### config.mk
export PLATFORM = sky130hd
export DESIGN_NAME = bitcnt_issue
export DESIGN_NICKNAME = d
export VERILOG_FILES = /design/src/rtl/bitcnt_pkg.sv /design/src/rtl/bitcnt_fifo.sv /design/src/rtl/bitcnt_issue.sv
export SDC_FILE = /design/constraint.sdc
export NUM_CORES = 1
export LEC_CHECK = 0
export ABC_AREA = 1
export BUFFER_PORTS_ARGS = -buffer_cell sky130_fd_sc_hd__buf_2
export CAP_MARGIN = 20
export CORE_ASPECT_RATIO = 1.4
export CORE_MARGIN = 2
export CORE_UTILIZATION = 56
export CTS_CLUSTER_DIAMETER = 60
export DETAILED_ROUTE_END_ITERATION = 8
export PLACE_DENSITY = 0.92
export SLEW_MARGIN = 15
export SYNTH_ARGS = -nofsm -noshare
export SYNTH_HDL_FRONTEND = slang
export SYNTH_HIERARCHICAL = 1
export SYNTH_SLANG_ARGS = --single-unit
### constraint.sdc
create_clock -name clk -period 5.59 [get_ports clk]
set_input_delay 0.559 -clock clk [delete_from_list [all_inputs] [get_ports clk]]
set_output_delay 0.559 -clock clk [all_outputs]
set_load 0.01 [all_outputs]
### src/rtl/bitcnt_pkg.sv
// Shared types for the bit-count issue stage: function codes, data width and the
// queued request entry.
package bitcnt_pkg;

   localparam int DATA_W    = 64;
   localparam int MAX_TAG_W = 16;

   typedef enum logic [2:0] {
      CLZ_64 = 3'd0,
      CLZ_32 = 3'd1,
      CTZ_64 = 3'd2,
      CTZ_32 = 3'd3,
      CNT_64 = 3'd4,
      CNT_32 = 3'd5
   } func_e;

   // func is kept as a raw code so that the unused codes 6/7 survive the queue
   typedef struct packed {
      logic [DATA_W-1:0]    data;
      logic [2:0]           func;
      logic [MAX_TAG_W-1:0] tag;
   } req_t;

   function automatic logic func_is_legal(input logic [2:0] f);
      return f <= 3'(CNT_32);
   endfunction

endpackage

### src/rtl/bitcnt_fifo.sv
// Synchronous request FIFO with registered full flag and occupancy count.
// DEPTH must be a power of two so that the pointers wrap naturally.
module bitcnt_fifo
   import bitcnt_pkg::*;
#(
   parameter int DEPTH = 4
) (
   input  logic                   clk,
   input  logic                   resetn,
   input  logic                   i_push,
   input  req_t                   i_entry,
   input  logic                   i_pop,
   output req_t                   o_head,
   output logic                   o_full,
   output logic                   o_empty,
   output logic [$clog2(DEPTH):0] o_count
);

   localparam int PTR_W = $clog2(DEPTH);

   req_t             r_mem [DEPTH];
   logic [PTR_W-1:0] r_wr_ptr;
   logic [PTR_W-1:0] r_rd_ptr;
   logic [PTR_W:0]   r_count;
   logic [PTR_W:0]   w_count_nxt;
   logic             r_full;
   logic             w_push;
   logic             w_pop;

   assign w_push = i_push & ~r_full;
   assign w_pop  = i_pop & (r_count != '0);

   always_comb begin
      w_count_nxt = r_count;
      case ({w_push, w_pop})
         2'b10:   w_count_nxt = r_count + (PTR_W+1)'(1);
         2'b01:   w_count_nxt = r_count - (PTR_W+1)'(1);
         default: w_count_nxt = r_count;
      endcase
   end

   // NOTE: state updates use non-blocking assignments so every flop samples pre-edge values.
   always_ff @(posedge clk or negedge resetn) begin
      if (!resetn) begin
         r_wr_ptr <= '0;
         r_rd_ptr <= '0;
         r_count  <= '0;
         r_full   <= 1'b0;
      end else begin
         if (w_push) r_wr_ptr <= r_wr_ptr + PTR_W'(1);
         if (w_pop)  r_rd_ptr <= r_rd_ptr + PTR_W'(1);
         r_count <= w_count_nxt;
         r_full  <= (w_count_nxt == (PTR_W+1)'(DEPTH));
      end
   end

   // NOTE: storage has no reset; the occupancy count alone decides which slots are valid.
   always_ff @(posedge clk) begin
      if (w_push) r_mem[r_wr_ptr] <= i_entry;
   end

   assign o_head  = r_mem[r_rd_ptr];
   assign o_full  = r_full;
   assign o_empty = (r_count == '0);
   assign o_count = r_count;

endmodule

### src/rtl/bitcnt_issue.sv
// Issue stage for a combinational bit-count unit: request FIFO, head drive, result register.
// Define BITCNT_ILLEGAL_CHECK_EN to flag func codes 6/7 with dout_err and a zero result.
module bitcnt_issue
   import bitcnt_pkg::*;
#(
   parameter int DEPTH = 4,
   parameter int TAG_W = 4
) (
   input  logic              clk,
   input  logic              resetn,
   input  logic              din_valid,
   output logic              din_ready,
   input  logic [DATA_W-1:0] din_data,
   input  logic [2:0]        din_func,
   input  logic [TAG_W-1:0]  din_tag,
   output logic [DATA_W-1:0] cnt_data,
   output logic [2:0]        cnt_func,
   input  logic [DATA_W-1:0] cnt_result,
   output logic              dout_valid,
   input  logic              dout_ready,
   output logic [DATA_W-1:0] dout_data,
   output logic [TAG_W-1:0]  dout_tag,
   output logic              dout_err,
   output logic              busy
);

   req_t                   w_entry;
   req_t                   w_head;
   logic                   w_full;
   logic                   w_empty;
   logic [$clog2(DEPTH):0] w_count;
   logic                   w_push;
   logic                   w_advance;
   logic                   w_illegal;
   logic [DATA_W-1:0]      w_result;
   logic                   w_unused_tag;

   logic                   r_armed;
   logic                   r_dout_valid;
   logic [DATA_W-1:0]      r_dout_data;
   logic [TAG_W-1:0]       r_dout_tag;
   logic                   r_dout_err;

   // Keeps din_ready low until the first edge after reset release
   always_ff @(posedge clk or negedge resetn) begin
      if (!resetn) r_armed <= 1'b0;
      else         r_armed <= 1'b1;
   end

   assign din_ready = r_armed & ~w_full;
   assign w_push    = din_valid & din_ready;
   assign w_entry   = '{data: din_data, func: din_func, tag: MAX_TAG_W'(din_tag)};
   assign w_advance = ~w_empty & (~r_dout_valid | dout_ready);

   bitcnt_fifo #(
      .DEPTH (DEPTH)
   ) u_fifo (
      .clk     (clk),
      .resetn  (resetn),
      .i_push  (w_push),
      .i_entry (w_entry),
      .i_pop   (w_advance),
      .o_head  (w_head),
      .o_full  (w_full),
      .o_empty (w_empty),
      .o_count (w_count)
   );

   assign cnt_data     = w_empty ? '0 : w_head.data;
   assign cnt_func     = w_empty ? '0 : w_head.func;
   assign w_unused_tag = ^w_head.tag;

`ifdef BITCNT_ILLEGAL_CHECK_EN
   assign w_illegal = ~func_is_legal(w_head.func);
   assign w_result  = w_illegal ? '0 : cnt_result;
`else
   assign w_illegal = 1'b0;
   assign w_result  = cnt_result;
`endif

   always_ff @(posedge clk or negedge resetn) begin
      if (!resetn) begin
         r_dout_valid <= 1'b0;
         r_dout_data  <= '0;
         r_dout_tag   <= '0;
         r_dout_err   <= 1'b0;
      end else if (w_advance) begin
         r_dout_valid <= 1'b1;
         r_dout_data  <= w_result;
         r_dout_tag   <= w_head.tag[TAG_W-1:0];
         r_dout_err   <= w_illegal;
      end else if (dout_ready) begin
         r_dout_valid <= 1'b0;
      end
   end

   assign dout_valid = r_dout_valid;
   assign dout_data  = r_dout_data;
   assign dout_tag   = r_dout_tag;
   assign dout_err   = r_dout_err;
   assign busy       = (w_count != '0) | r_dout_valid;

endmodule

==> metrics.md <==
| Metric | Value |
|---|---|
| Status | `completed` |
| Critical-path top delay cell | `inv_4` |
| Clk Latency, worst-skew pair | `0.53 ns` |
| CP arrival | `3.46 ns` |
| Pint | `5.79 mW` |
| First-pass GRT wire length | `52.0 mm` |
| Hold crit path type | `input port to async pin` |
| Net Count, Synth | `1349` |
| Buf/Inv on CP | `4` |
| Clk_skew | `0.0176 ns` |
| Post-CTS Setup Repair Bufs | `0` |
| Final Hold Vio Count | `0` |
| Most frequent cells in the layout | `edfxtp_1 (284), buf_2 (275), nor2_1 (213)` |
| TritonCTS clock tree | `yes` |
| Synthesized area | `0.0143 mm²` |
| Die Y | `193 µm` |
| CP endpoint kind | `output port` |
| RD Place Congestion | `0.779` |
| Avg Cell Area, Syn | `11.9 µm²` |
| Sw frac | `0.374` |
| DRC viols | `0` |
| Crit path from | `u_fifo/r_rd_ptr[0]` |
| Top cell family by delay on the critical path | `buffers and inverters` |
| CP cell instances | `inv_4, buf_4, o21ai_0, o22ai_1, inv_1, nor2_1, buf_2` |
| Layout Area Growth over Synthesis | `17.9%` |
| Initial core utilization | `0.567` |
| Die width | `139 µm` |
| DP Worst Slack | `2.28 ns` |
| Sequential Power Share | `0.393` |
| Slew Viols, Final | `0` |
| Critical path type | `register to output port` |
| Crit start category | `register` |
| Worst slew pin tran | `1.09 ns` |
| Antenna violations before repair | `5` |
| Fin crit period | `4.01 ns` |
| Core Region | `0.0253 mm²` |
| Core Util, Final | `0.668` |
| Layout cells sized above 1 | `0.239` |
| Peak supply drop | `0.505 mV` |
| Slowest stage delay, CP | `0.79 ns` |
| Max Clk Rate | `0.249 GHz` |
| Drt wl/cell | `18.7 µm` |
| Largest net degree at the start of global routing | `98` |
| Post-Syn Instances | `1204` |
| Setup TNS | `0 ns` |
| RSZ-0062 raised after global routing | `false` |
| Leakage power | `7.08 nW` |
| Commonest non-fill, non-tap cell in the layout | `edfxtp_1` |
| All-Layer GR Usage | `0.245` |
| Die Area | `0.0269 mm²` |
| CP Max Fanout | `97` |
| Detail Route Antenna Nets | `0` |
| Sw power | `3.47 mW` |
| PD cells | `548 mW/mm²` |
| H-tree lvl count | `2` |
| Drt pass-1 iters | `5` |
| Final setup fails | `0` |
| Layout Nets | `1590` |
| Final period utilization | `0.718` |
| Hold-fix buffers, CTS | `0` |
| IO Port Bufs | `276` |
| Via count | `10100` |
| Reg clk slew, reported paths | `0.06 ns` |
| Beginning of the worst register-to-register path | `u_fifo/o_count[1]` |
| # IOs | `278` |
| Root buffer cell | `clkbuf_16` |
| Num CTS Buffers | `35` |
| Max cap viols | `0` |
| Ys Warns | `6` |
| Grt total ovfl | `0` |
| Clock Path Buffers | `3` |
| Vias/cell | `5.62` |
| Vias in the first global route | `10200` |
| Final setup margin | `1.58 ns` |
| Clk pwr share | `0.247` |
| 1st-iter DRT viols | `629` |
| Critical path required time | `5.03 ns` |
| Final wirelength | `33.6 mm` |
| Number of cell rows | `69` |
| Hpwl dp | `20.3 mm` |
| Clock sink count | `362` |
| Worst slew margin | `0.275` |
| Combinational power share | `0.360` |
| CTS resizes | `0` |
==> path summary, 6_finish.rpt <==
check | endpoint | slack (ns) | depth (start not counted)
worst max-delay path | cnt_func[1] | 1.58 | 7
worst min-delay path | dout_data[41] | 0.19 | 1
worst max register to register | u_fifo/o_full | 2.81 | 15
worst min register to register | dout_tag[2] | 0.46 | 2
max in group asynchronous | u_fifo/r_rd_ptr[0] | 4.69 | 1
min in group clk | u_fifo/r_mem[2][42] | 0.24 | 1
==> flip-flops by register name, summed over array words and instances (netlist names) <==
signal and flops:
u_fifo/o_count 3, u_fifo/o_full 1, dout_data 64, u_fifo/r_rd_ptr 2, dout_valid 1, r_armed 1, u_fifo/r_wr_ptr 2, u_fifo/r_mem 284
dout_tag 4
==> per-layer routing <==
layer | vias to the layer above | part of all wire | global-route usage
li1 | 4624 | - | -
met1 | 4802 | 0.36 | 0.286
met2 | 552 | 0.52 | 0.434
met3 | 97 | 0.077 | 0.0426
met4 | 6 | 0.038 | 0.123
met5 | - | 0.0011 | 0
==> cell type report <==
| class | count | area, µm² |
|---|---|---|
| flip-flops and latches | 362 | 10500 |
| multi-input cells | 669 | 3070 |
| clock inverters | 22 | 215 |
| clock buffers | 41 | 898 |
| repair buffers | 288 | 1490 |
| inverters | 89 | 339 |
| diodes | 3 | 7.51 |
| fillers | 1704 | 8390 |
| well taps | 319 | 399 |
==> power by group through the flow <==
stage,Sequential (mW),Clock [mW],Combinational [mW]
2_1_floorplan,3.73,0,2.09
3_3_place_gp,3.66,0,3.20
3_5_place_dp,3.69,0,3.30
4_1_cts,3.63,2.33,3.34
5_1_grt,3.69,2.42,3.69
6_report,3.64,2.28,3.33
==> worst reg2reg max path, cell delays in order, from the launching register on <==
cell	delay (ns)
dfrtp_1	0.38
inv_1	0.09
nand3_1	0.12
inv_2	0.06
inv_4	0.49
nand2_2	0.12
inv_1	0.07
nand2_1	0.12
inv_1	0.11
ha_1	0.17
inv_1	0.07
fa_1	0.49
nand2_1	0.05
o21ai_0	0.11
nand3_1	0.10
a21oi_1	0.14
==> through the flow <==
| step | hold slack (ns) | total power [mW] | area, µm² | instances |
|---|---|---|---|---|
| after floorplan | 0.263 | 5.82 | 14300 | 1204 |
| after global placement | 0.448 | 6.85 | 15800 | 1726 |
| after detailed placement | 0.453 | 6.99 | 15800 | 1726 |
| after CTS | 0.211 | 9.30 | 16900 | 1789 |
| after global routing | 0.225 | 9.79 | 16900 | 1792 |
| final | 0.185 | 9.26 | 16900 | 1793 |
(Power assumes the default switching activity.)
